$ cat src/rtl/intersection_controller.sv
// rtl/intersection_controller.sv - two-approach traffic intersection controller with all-red clearance, WALK and flash mode
module intersection_controller #(
  parameter int NS_MIN_GREEN    = 20,
  parameter int EW_GREEN_LENGTH = 10,
  parameter int YELLOW_LENGTH   = 4,
  parameter int ALL_RED_LENGTH  = 2,
  parameter int WALK_LENGTH     = 6,
  parameter int FLASH_HALF      = 8
) (
  input  logic       clk,
  input  logic       reset,
  input  logic       car_sense_ew,
  input  logic       ped_request,
  input  logic       flash_mode,
  output logic       ns_red,
  output logic       ns_yellow,
  output logic       ns_green,
  output logic       ew_red,
  output logic       ew_yellow,
  output logic       ew_green,
  output logic       walk,
  output logic       ped_pending,
  output logic [2:0] state_o
);

  typedef enum logic [2:0] {
    S_INIT        = 3'd0,
    S_CLEAR_TO_NS = 3'd1,
    S_NS_GREEN    = 3'd2,
    S_NS_YELLOW   = 3'd3,
    S_CLEAR_TO_EW = 3'd4,
    S_EW_GREEN    = 3'd5,
    S_EW_YELLOW   = 3'd6,
    S_FLASH       = 3'd7
  } state_t;

  // One shared counter, sized for the longest interval any state can need.
  localparam int MAX_AB  = (NS_MIN_GREEN > EW_GREEN_LENGTH) ? NS_MIN_GREEN : EW_GREEN_LENGTH;
  localparam int MAX_CD  = (YELLOW_LENGTH > ALL_RED_LENGTH) ? YELLOW_LENGTH : ALL_RED_LENGTH;
  localparam int MAX_ABE = (MAX_AB > FLASH_HALF) ? MAX_AB : FLASH_HALF;
  localparam int MAX_LEN = (MAX_ABE > MAX_CD) ? MAX_ABE : MAX_CD;
  localparam int CW      = $clog2(MAX_LEN + 1);

  localparam logic [CW-1:0] C_ALL_RED_LAST = CW'(ALL_RED_LENGTH - 1);
  localparam logic [CW-1:0] C_NS_MIN_LAST  = CW'(NS_MIN_GREEN - 1);
  localparam logic [CW-1:0] C_YELLOW_LAST  = CW'(YELLOW_LENGTH - 1);
  localparam logic [CW-1:0] C_EW_LAST      = CW'(EW_GREEN_LENGTH - 1);
  localparam logic [CW-1:0] C_FLASH_LAST   = CW'(FLASH_HALF - 1);
  localparam logic [CW-1:0] C_WALK_LEN     = CW'(WALK_LENGTH);

  state_t          r_state;
  logic [CW-1:0]   r_count;
  logic            r_car_latch;
  logic            r_ped_latch;
  logic            r_walk_flag;
  logic            r_ns_red, r_ns_yellow, r_ns_green;
  logic            r_ew_red, r_ew_yellow, r_ew_green;
  logic            r_walk;

  state_t          w_next_state;
  logic [CW-1:0]   w_next_count;
  logic            w_entering;
  logic            w_enter_ew;
  logic            w_next_car_latch;
  logic            w_next_ped_latch;
  logic            w_next_walk_flag;
  logic            w_blink;
  logic            w_ns_red, w_ns_yellow, w_ns_green;
  logic            w_ew_red, w_ew_yellow, w_ew_green;
  logic            w_walk;

  // Next-state selection: timer expiries and demand, with flash_mode overriding all of them.
  always_comb begin
    w_next_state = r_state;
    case (r_state)
      S_INIT:        w_next_state = flash_mode ? S_FLASH : S_CLEAR_TO_NS;
      S_CLEAR_TO_NS: if (r_count == C_ALL_RED_LAST) w_next_state = S_NS_GREEN;
      S_NS_GREEN:    if ((r_count >= C_NS_MIN_LAST) && (r_car_latch || r_ped_latch))
                       w_next_state = S_NS_YELLOW;
      S_NS_YELLOW:   if (r_count == C_YELLOW_LAST) w_next_state = S_CLEAR_TO_EW;
      S_CLEAR_TO_EW: if (r_count == C_ALL_RED_LAST) w_next_state = S_EW_GREEN;
      S_EW_GREEN:    if (r_count == C_EW_LAST) w_next_state = S_EW_YELLOW;
      S_EW_YELLOW:   if (r_count == C_YELLOW_LAST) w_next_state = S_CLEAR_TO_NS;
      S_FLASH:       if (!flash_mode) w_next_state = S_CLEAR_TO_NS;
      default:       w_next_state = S_INIT;
    endcase
    // INIT always completes its single cycle first; it already routes to FLASH above.
    if (flash_mode && (r_state != S_INIT)) w_next_state = S_FLASH;
  end

  // Counter: cleared on entry, saturates in idle NS green, wraps on each flash half-period.
  always_comb begin
    w_entering   = (w_next_state != r_state);
    w_next_count = r_count + CW'(1);
    if (w_entering)
      w_next_count = '0;
    else if ((r_state == S_NS_GREEN) && (r_count >= C_NS_MIN_LAST))
      w_next_count = C_NS_MIN_LAST;
    else if ((r_state == S_FLASH) && (r_count == C_FLASH_LAST))
      w_next_count = '0;
  end

  // Request latches: a new request wins over the clear that happens on EW green entry.
  always_comb begin
    w_enter_ew       = (w_next_state == S_EW_GREEN) && (r_state != S_EW_GREEN);
    w_next_car_latch = car_sense_ew | (r_car_latch & ~w_enter_ew);
    w_next_ped_latch = ped_request  | (r_ped_latch & ~w_enter_ew);
    w_next_walk_flag = w_enter_ew ? r_ped_latch : r_walk_flag;
  end

  // Lamp decode from the upcoming state so registered lamps line up with state_o.
  always_comb begin
    w_ns_red    = 1'b0;
    w_ns_yellow = 1'b0;
    w_ns_green  = 1'b0;
    w_ew_red    = 1'b0;
    w_ew_yellow = 1'b0;
    w_ew_green  = 1'b0;
    w_walk      = 1'b0;
    w_blink     = 1'b1;
    if (r_state == S_FLASH)
      w_blink = (r_count == C_FLASH_LAST) ? ~r_ns_yellow : r_ns_yellow;
    case (w_next_state)
      S_CLEAR_TO_NS, S_CLEAR_TO_EW: begin
        w_ns_red = 1'b1;
        w_ew_red = 1'b1;
      end
      S_NS_GREEN: begin
        w_ns_green = 1'b1;
        w_ew_red   = 1'b1;
      end
      S_NS_YELLOW: begin
        w_ns_yellow = 1'b1;
        w_ew_red    = 1'b1;
      end
      S_EW_GREEN: begin
        w_ns_red   = 1'b1;
        w_ew_green = 1'b1;
        w_walk     = w_next_walk_flag && (w_next_count < C_WALK_LEN);
      end
      S_EW_YELLOW: begin
        w_ns_red    = 1'b1;
        w_ew_yellow = 1'b1;
      end
      S_FLASH: begin
        w_ns_yellow = w_blink;
        w_ew_red    = w_blink;
      end
      default: begin
        w_ns_red = 1'b0;
      end
    endcase
  end

  // State, counter, latches and lamp registers; reset forces everything dark and idle.
  always_ff @(posedge clk or negedge reset) begin
    if (!reset) begin
      r_state     <= S_INIT;
      r_count     <= '0;
      r_car_latch <= 1'b0;
      r_ped_latch <= 1'b0;
      r_walk_flag <= 1'b0;
      r_ns_red    <= 1'b0;
      r_ns_yellow <= 1'b0;
      r_ns_green  <= 1'b0;
      r_ew_red    <= 1'b0;
      r_ew_yellow <= 1'b0;
      r_ew_green  <= 1'b0;
      r_walk      <= 1'b0;
    end else begin
      r_state     <= w_next_state;
      r_count     <= w_next_count;
      r_car_latch <= w_next_car_latch;
      r_ped_latch <= w_next_ped_latch;
      r_walk_flag <= w_next_walk_flag;
      r_ns_red    <= w_ns_red;
      r_ns_yellow <= w_ns_yellow;
      r_ns_green  <= w_ns_green;
      r_ew_red    <= w_ew_red;
      r_ew_yellow <= w_ew_yellow;
      r_ew_green  <= w_ew_green;
      r_walk      <= w_walk;
    end
  end

  assign ns_red      = r_ns_red;
  assign ns_yellow   = r_ns_yellow;
  assign ns_green    = r_ns_green;
  assign ew_red      = r_ew_red;
  assign ew_yellow   = r_ew_yellow;
  assign ew_green    = r_ew_green;
  assign walk        = r_walk;
  assign ped_pending = r_ped_latch;
  assign state_o     = r_state;

endmodule
$ cat config.mk
export PLATFORM = sky130hd
export DESIGN_NAME = intersection_controller
export DESIGN_NICKNAME = d
export VERILOG_FILES = /design/src/rtl/intersection_controller.sv
export SDC_FILE = /design/constraint.sdc
export NUM_CORES = 1
export LEC_CHECK = 0
export BUFFER_PORTS_ARGS = -buffer_cell sky130_fd_sc_hd__buf_2
export CORE_AREA = 2 2 58 46
export DETAILED_ROUTE_END_ITERATION = 8
export DIE_AREA = 0 0 60 48
export GPL_ROUTABILITY_DRIVEN = 1
export PLACE_DENSITY = 0.74
export SYNTH_ARGS = -nofsm -noshare
export SYNTH_HDL_FRONTEND = slang
export SYNTH_SLANG_ARGS = --single-unit
export TNS_END_PERCENT = 10
$ cat constraint.sdc
create_clock -name clk -period 2.5 [get_ports clk]
set_clock_uncertainty 0.15 [all_clocks]
set_input_delay 0.5 -clock clk [delete_from_list [all_inputs] [get_ports clk]]
set_output_delay 0.5 -clock clk [all_outputs]
set_load 0.005 [all_outputs]
==> flow_metrics.py, run 1 <==
metrics = {
    "drt": {
        "drtPass1Iterations": 4,
        "drcViolationCount": 0,
        "wire_per_inst_um": 14.7,
        "ant_nets": 0,
        "num_vias": 922,
        "drtIter0Drc": 93,
        "routed_wl_mm": 2.42,
        "viasPerCell": 5.59,
    },
    "yosys": {
        "async_flop_share_pct": 100,
        "synth_nets": 117,
        "syn_area_um2": 1110,
        "synth_seq_cells": 18,
        "avgSynthCellArea_um2": 10.1,
        "synth_seq_area_share_pct": 40.4,
        "ys_warn_count": 0,
        "synthFlopType": "dfrtp_1",
        "ys_types": 43,
        "synthTopCellsByCount": "dfrtp_1 (18), inv_1 (9), nand2_1 (8)",
        "synth_edf_count": 0,
        "synth_area_leaders": "dfrtp_1 (40%), xor2_1 (3.1%), inv_1 (3.0%)",
        "yosys.area.top_type": "dfrtp_1",
        "synthCells": 110,
        "synth.top_cell.area_share_pct": 40.4,
        "synth.most_common_cell": "dfrtp_1",
    },
    "timing": {
        "tns_ns": 0,
        "slew_headroom_pct": 70.2,
        "fin_crit_ns": 2.34,
        "hold_viol": 0,
        "fmax_mhz": 427,
        "report.final.slew_viol_count": 0,
        "worst_pin_slew_ns": 0.442,
        "period_share_pct": 93.7,
        "setup-violations-final": 0,
    },
    "global_routing": {
        "grt_start_max_net_pins": 19,
        "grt.overflow.total": 0,
        "first_global_vias": 839,
        "track_usage_pct": 18.6,
        "antenna_found_initial": 0,
        "grt_pass1_wl_mm": 3.93,
    },
    "die": {
        "ioPinCount": 16,
        "die-area_um2": 2880,
        "coreArea_um2": 2270,
        "fp-row-count": 15,
        "start_util_pct": 49.0,
        "die_x_um": 60,
        "die_height_um": 48,
    },
    "cts": {
        "cts_tree": "yes",
        "numCtsBuffers": 3,
        "clockRootBuffer": "clkbuf_4",
        "cts_sinks": 18,
        "worstSkewPairLatency_ns": 0.27,
        "clockBufferDepth": 2,
        "htreeDepth": 1,
        "path_clk_slew_ns": 0.09,
    },
    "setup_path": {
        "critPathMaxFanout": 7,
        "crit_arrival_ns": 2.36,
        "cp-end-kind": "register",
        "cp-start-kind": "register",
        "critPathKind": "reg -> reg",
        "cp_data_required_time_ns": 2.52,
    },
    "power": {
        "intPower_uw": 643,
        "combPwrFrac_pct": 45.5,
        "p_sw_share_pct": 38.9,
        "p_seq_share_pct": 42.3,
        "vdd_drop_max_mv": 0.517,
        "powerDensity_nw_per_um2": 827,
        "pwr-share-clk_pct": 12.1,
        "switching_power_uw": 409,
        "p_leak_nw": 0.572,
    },
    "finish": {
        "fin_area_um2": 1270,
        "area_growth_pct": 14.2,
        "drive_gt1_share_pct": 28.2,
        "utilization_pct": 56.0,
        "nNetsFinal": 140,
        "fin_cells": 165,
        "num_antenna_cells": 0,
    },
    "place": {
        "dp.cells": 160,
        "hpwlAfterDp_mm": 1.81,
        "place_area_um2": 1230,
        "port_buffers": 15,
        "gp_congestion": 0.906,
    },
    "flow_run": {
        "drv_cap": 0,
    },
    "hold_path": {
        "hp-class": "in -> reg",
    },
    "outcome": {
        "outcome": "completed",
    },
}
metrics by stage:
stage,worst slack (ns),hold slack (ns),power (mW)
after floorplan,0.283,0.0544,0.766
after global placement,0.200,0.291,0.895
final,0.156,0.261,1.05
after detailed placement,0.117,0.295,0.906
after CTS,0.0992,0.255,1.04
after global routing,-0.00348,0.252,1.14
worst paths after layout:
| kind | start | endpoint | slack, ns | cells after the start |
|---|---|---|---|---|
| min in group asynchronous | reset | ew_yellow | 0.52 | 2 |
| setup reg to reg | r_count[0] | r_car_latch | 0.16 | 7 |
| max in group asynchronous | reset | r_count[2] | 1.40 | 2 |
| setup / recovery | r_count[0] | r_car_latch | 0.16 | 7 |
| hold reg to reg | r_car_latch | r_car_latch | 0.34 | 1 |
| hold / removal | ped_request | ped_pending | 0.26 | 2 |
placed cells by master (no fill, tap or decap), types with 2 or more instances in the layout:
cell type  count
dfrtp_1       18
buf_2         15
inv_1          9
nand2_1        8
buf_4          7
nor2_1         6
o21ai_0        5
a21oi_1        5
o21a_1         4
xor2_1         4
nand3_1        3
nor3b_1        3
mux2i_1        3
clkbuf_4       3
nand2b_1       2
a211oi_1       2
and4bb_2       2
a311oi_1       2
nor3_1         2
a21o_1         2
flip-flops by register name, indices dropped and copies added (netlist names):
name and cells:
ew_green 1, ew_red 1, ew_yellow 1, ns_green 1
ns_red 1, ns_yellow 1, ped_pending 1, r_car_latch 1
r_count 5, r_walk_flag 1, state_o 3, walk 1
power groups by stage:
stage | clock network (mW) | registers [mW] | logic (mW)
after CTS | 0.133 | 0.442 | 0.464
after global placement | 0 | 0.441 | 0.453
final | 0.127 | 0.445 | 0.479
after global routing | 0.144 | 0.457 | 0.534
after detailed placement | 0 | 0.446 | 0.460
after floorplan | 0 | 0.422 | 0.345
metal layers:
| metal | share of wire [%] | routed length, um | track usage (%) |
|---|---|---|---|
| met1 | 50 | 1220 | 27.3 |
| met2 | 44 | 1080 | 28.5 |
| met3 | 4.6 | 112 | 3.51 |
| met4 | 0.50 | 12 | 4.89 |
| met5 | 0 | 0 | 0 |
worst max-delay path, cell delays in order (launching register included):
cell,delay [ns]
dfrtp_1,0.46
ha_2,0.30
nor4b_4,0.36
nor4b_2,0.38
o21a_1,0.19
o31ai_1,0.09
buf_4,0.16
a21o_1,0.17
cells by family (layout without fill, tap and decap cells):
family / after synthesis / after routing / synth area share [%]
xor+xnor: 5 / 5 / 3.93
mux: 4 / 4 / 3.71
buf+inv: 14 / 35 / 7.42
fa+ha+maj: 2 / 2 / 2.25
simple gates: 36 / 36 / 22.2
compound gates: 31 / 31 / 20.0
flops: 18 / 18 / 40.4
what timing repair did:
action / CTS / global route
hold buffers: 1 / 0
endpoints found under the hold margin: 18 / 0
gates resized for setup: 0 / 2
setup endpoints to repair: 0 / 11
setup buffers: 0 / 1
final cells by class:
cell class	count	area [um2]
Multi-Input combinational cell	78	584
Fill cell	227	1000
Tap cell	34	42.5
Clock buffer	3	22.5
Sequential cell	18	450
Timing Repair Buffer	23	138
Inverter	9	33.8
(Power assumes the default switching activity.)
==> run 2: changes to the inputs <==
- CORE_AREA: 2 2 58 46 -> 2 2 53 50
- DIE_AREA: 0 0 60 48 -> 0 0 55 52
==> run 2 against run 1 <==
Net effect:
- clock power increased by 38%
- core utilization shrank 0.36 points
- die area is 0.69% lower
- via count is 2.0% lower
- sequential power barely moved
- critical endpoint is now r_count[2]
- largest power group unchanged
- maximum frequency up 0.83%
- total power up 6.4%
- non-clock buffer count did not move
- routed wire length down 4.2%
- setup slack better by 0.019 ns
==> flow_metrics.py, run 2 (synthesized netlist as in run 1, its figures left out) <==
metrics = {
    "outcome": {
        "outcome": "completed",
    },
    "place": {
        "gp_congestion": 0.903,
        "port_buffers": 15,
        "hpwlAfterDp_mm": 1.74,
    },
    "global_routing": {
        "antenna_found_initial": 0,
        "track_usage_pct": 18.4,
        "grt_start_max_net_pins": 19,
        "grt.overflow.total": 0,
        "first_global_vias": 832,
        "grt_pass1_wl_mm": 3.79,
    },
    "timing": {
        "fin_crit_ns": 2.32,
        "worst_pin_slew_ns": 0.487,
        "tns_ns": 0,
        "report.final.slew_viol_count": 0,
        "setup-violations-final": 0,
        "slew_headroom_pct": 67.4,
        "hold_viol": 0,
        "fmax_mhz": 430,
        "period_share_pct": 93.0,
        "rsz0062_at_grt": "false",
    },
    "hold_path": {
        "hp-class": "in -> reg",
        "hold_path_startpoint": "ped_request",
        "whs_path_depth": 2,
        "hold_path_end": "ped_pending",
    },
    "drt": {
        "ant_nets": 0,
        "viasPerCell": 5.65,
        "wire_per_inst_um": 14.5,
        "drcViolationCount": 0,
        "drtPass1Iterations": 4,
        "drtIter0Drc": 26,
        "num_vias": 904,
        "routed_wl_mm": 2.32,
    },
    "setup_path": {
        "critPathKind": "reg -> reg",
        "rr_endpoint": "r_count[2]",
        "critPathMaxFanout": 7,
        "cp-end-kind": "register",
        "cp_data_required_time_ns": 2.54,
        "crit_arrival_ns": 2.37,
        "timing.rr.start": "r_count[1]",
        "cp-start-kind": "register",
        "reg2reg_slack_ns": 0.18,
        "r2r_cells": 6,
    },
    "die": {
        "die_height_um": 52,
        "die-area_um2": 2860,
        "start_util_pct": 47.6,
        "die_x_um": 55,
        "ioPinCount": 16,
        "coreArea_um2": 2340,
        "fp-row-count": 17,
    },
    "power": {
        "p_sw_share_pct": 38.6,
        "pwr-share-clk_pct": 15.7,
        "combPwrFrac_pct": 44.5,
        "switching_power_uw": 431,
        "intPower_uw": 687,
        "vdd_drop_max_mv": 0.574,
        "powerDensity_nw_per_um2": 859,
        "p_leak_nw": 0.581,
        "p_seq_share_pct": 39.9,
    },
    "finish": {
        "final_cell_mix": "dfrtp_1 (17), buf_2 (15), inv_1 (9)",
        "num_antenna_cells": 0,
        "layout_commonest_cell": "dfrtp_1",
        "utilization_pct": 55.6,
        "nNetsFinal": 140,
        "top_register": "r_count",
        "drive_gt1_share_pct": 31.8,
        "area_growth_pct": 16.9,
        "largest_reg_flops": 5,
    },
    "cts": {
        "numCtsBuffers": 3,
        "worstSkewPairLatency_ns": 0.29,
        "cts_tree": "yes",
        "clockBufferDepth": 2,
        "htreeDepth": 1,
        "path_clk_slew_ns": 0.10,
        "clockRootBuffer": "clkbuf_4",
        "cts_sinks": 18,
    },
    "flow_run": {
        "drv_cap": 0,
    },
}
-- run 2: cell types whose count changed in the layout (fill, tap and decap cells not counted) --
cell / delta
mux2i_2: +1
a2111oi_2: +1
clkbuf_8: +1
mux2i_1: -1
dfrtp_2: +1
nor4b_2: -1
nor4b_4: +1
o31ai_1: -1
a2111oi_1: -1
dfrtp_1: -1
o31ai_2: +1
-- run 2: how the worst max path moves through the flow --
stage	slack (ns)	to	start
final	0.18	r_count[2]	r_count[1]
after global routing	0.007	ew_red	r_count[1]
after CTS	0.11	r_walk_flag	r_count[0]
after detailed placement	0.11	r_walk_flag	r_count[0]
after global placement	0.17	r_walk_flag	r_count[0]
after floorplan	0.28	r_walk_flag	r_count[0]
-- run 2: metrics by stage --
step	area [um2]	hold WS (ns)	setup slack, ns	std cells	power (mW)
after floorplan	1110	0.0544	0.283	110	0.766
after global placement	1220	0.287	0.175	154	0.890
after detailed placement	1220	0.294	0.108	154	0.901
after CTS	1270	0.227	0.107	159	1.08
after global routing	1300	0.226	0.00685	160	1.20
final	1300	0.228	0.176	160	1.12
-- run 2: routing by layer --
layer / track usage [%] / wire [um] / vias up
met2: 26.6 / 1020 / 28
li1: - / - / 447
met3: 3.16 / 130 / 6
met5: 0 / 0 / -
met4: 5.69 / 23 / 0
met1: 27.9 / 1150 / 423
-- run 2: timing repair --
action                                 4_1_cts  5_1_grt
hold buffers                                 1        0
endpoints found under the hold margin       18        0
setup endpoints to repair                    0       13
buffers inserted                             0        1
resized for setup                            0        7
-- run 2: area by class of cell --
class,instances,area [um2]
Multi-Input combinational cell,78,607
Fill cell,214,1040
Timing Repair Buffer,23,138
Clock buffer,4,36.3
Inverter,9,33.8
Tap cell,28,35.0
Sequential cell,18,452
-- run 2: power groups by stage --
stage | sequential [mW] | combinational [mW] | clock (mW)
after floorplan | 0.422 | 0.345 | 0
after global placement | 0.440 | 0.450 | 0
after detailed placement | 0.443 | 0.459 | 0
after CTS | 0.437 | 0.462 | 0.178
after global routing | 0.456 | 0.549 | 0.193
final | 0.446 | 0.497 | 0.175
-- run 2: critical path, stage by stage (launching register included) --
cell,delay [ns]
dfrtp_1,0.46
ha_2,0.31
nor4b_4,0.37
a2111oi_0,0.17
a311o_1,0.40
nor4bb_1,0.16
a32o_1,0.21
==> run 3: changes to the inputs <==
- CORE_AREA: 2 2 53 50 -> 2 2 51 48
- DIE_AREA: 0 0 55 52 -> 0 0 53 50
- PLACE_DENSITY: 0.74 -> 0.8
- SLEW_MARGIN: default -> 20
==> run 3 against run 2 <==
Net effect:
- global-route usage rose by 0.94 points
- core utilization rose by 5.0 points
- critical endpoint unchanged
- largest cell class unchanged
- largest power group unchanged
- clock power fell by 25%
- final cell count fell by 3.1%
- via count rose by 3.1%
- critical path type unchanged
- sequential cell count did not move
- register-to-register slack got worse by 0.09 ns
==> flow_metrics.py, run 3 (synthesized netlist as in run 1, its figures left out) <==
metrics = {
    "cts": {
        "clockBufferDepth": 2,
        "clockRootBuffer": "clkbuf_4",
        "numCtsBuffers": 3,
        "worstSkewPairLatency_ns": 0.28,
        "path_clk_slew_ns": 0.09,
        "cts_sinks": 18,
        "htreeDepth": 1,
        "cts_tree": "yes",
    },
    "global_routing": {
        "grt_start_max_net_pins": 19,
        "track_usage_pct": 19.4,
        "met1_usage_pct": 28.4,
        "met2_usage_pct": 29.2,
        "first_global_vias": 823,
        "grt_util_met3_pct": 2.73,
        "grt-busiest-layer": "met2",
        "antenna_found_initial": 0,
        "grt.overflow.total": 0,
        "grt_pass1_wl_mm": 3.78,
    },
    "drt": {
        "ant_nets": 0,
        "num_vias": 932,
        "drtPass1Iterations": 4,
        "routed_wl_mm": 2.51,
        "drcViolationCount": 0,
        "drtIter0Drc": 32,
        "viasPerCell": 6.01,
        "wire_per_inst_um": 16.2,
    },
    "setup_path": {
        "rr_endpoint": "r_count[2]",
        "timing.rr.start": "r_count[0]",
        "crit_arrival_ns": 2.44,
        "critPathKind": "reg -> reg",
        "cp-start-kind": "register",
        "reg2reg_slack_ns": 0.08,
        "r2r_cells": 7,
        "cp-end-kind": "register",
        "critPathMaxFanout": 7,
        "crit_path_start": "r_count[0]",
        "cp_data_required_time_ns": 2.52,
    },
    "timing": {
        "slew_headroom_pct": 62.4,
        "hold_viol": 0,
        "fin_ws_ns": 0.0823,
        "period_share_pct": 96.7,
        "fmax_mhz": 414,
        "report.final.slew_viol_count": 0,
        "whs_ns": 0.245,
        "worst_pin_slew_ns": 0.557,
        "setup-violations-final": 0,
        "fin_crit_ns": 2.42,
    },
    "hold_path": {
        "whs_path_depth": 2,
        "hold_path_startpoint": "ped_request",
        "hp-class": "in -> reg",
        "hold_path_end": "ped_pending",
    },
    "place": {
        "port_buffers": 15,
        "gp_congestion": 0.885,
        "place_ws_ns": 0.0626,
        "hpwlAfterDp_mm": 1.78,
    },
    "outcome": {
        "outcome": "completed",
    },
    "power": {
        "intPower_uw": 647,
        "powerDensity_nw_per_um2": 848,
        "p_total_mw": 1.08,
        "p_leak_nw": 0.561,
        "p_sw_share_pct": 40.1,
        "vdd_drop_max_mv": 0.602,
        "p_seq_share_pct": 43.5,
        "pwr-share-clk_pct": 12.2,
        "combPwrFrac_pct": 44.3,
        "switching_power_uw": 433,
    },
    "finish": {
        "nNetsFinal": 137,
        "num_antenna_cells": 0,
        "top_register": "r_count",
        "final_cell_mix": "dfrtp_1 (18), buf_2 (15), inv_1 (9)",
        "largest_reg_flops": 5,
        "layout_commonest_cell": "dfrtp_1",
        "area_growth_pct": 14.4,
        "drive_gt1_share_pct": 30.5,
    },
    "die": {
        "die-area_um2": 2650,
        "die_x_um": 53,
        "ioPinCount": 16,
        "start_util_pct": 53.0,
        "coreArea_um2": 2100,
        "fp-row-count": 16,
        "die_height_um": 50,
    },
    "flow_run": {
        "drv_cap": 0,
    },
}
run 3: cell type report:
class | count | area [um2]
Clock buffer | 3 | 22.5
Fill cell | 190 | 828
Inverter | 9 | 33.8
Multi-Input combinational cell | 78 | 618
Sequential cell | 18 | 450
Tap cell | 27 | 33.8
Timing Repair Buffer | 20 | 115
run 3: per-layer routing:
metal | share of wire, % | up-vias
li1 | - | 441
met1 | 43 | 454
met2 | 49 | 33
met3 | 6.3 | 4
met4 | 1.1 | 0
met5 | 0 | -
run 3: timing repair:
item | in CTS | in global routing
resized for setup | 0 | 8
hold buffers | 1 | 0
endpoints found under the hold margin | 18 | 0
endpoints found under the setup margin | 0 | 14
buffers inserted | 0 | 2
run 3: power groups by stage:
stage | registers (mW) | clock network (mW) | logic [mW]
after floorplan | 0.422 | 0 | 0.345
after global placement | 0.458 | 0 | 0.407
after detailed placement | 0.464 | 0 | 0.423
after CTS | 0.459 | 0.138 | 0.426
after global routing | 0.483 | 0.149 | 0.519
final | 0.470 | 0.132 | 0.479
run 3: worst max path at each step:
stage | cells past startpoint | end | slack, ns
after floorplan | 5 | r_walk_flag | 0.28
after global placement | 5 | r_walk_flag | 0.18
after detailed placement | 5 | r_walk_flag | 0.06
after CTS | 5 | r_walk_flag | 0.05
after global routing | 7 | r_count[2] | -0.01
final | 7 | r_count[2] | 0.08
run 3: metrics by stage:
stage | TNS, ns | area, um2 | utilization (%) | cells
finish | 0 | 1270 | 60.6 | 155
global route | -0.0105 | 1270 | 60.6 | 155
CTS | 0 | 1220 | 58.1 | 153
detailed placement | 0 | 1190 | 56.5 | 149
global placement | 0 | 1190 | 56.5 | 149
floorplan | 0 | 1110 | - | 110
run 3: critical path, stage by stage, from the launching register on:
cell and delay [ns]:
dfrtp_1 0.46, ha_2 0.31, nor4b_4 0.22, buf_4 0.19
o21ai_0 0.09, a311o_1 0.46, nor4bb_2 0.20, a32o_1 0.23
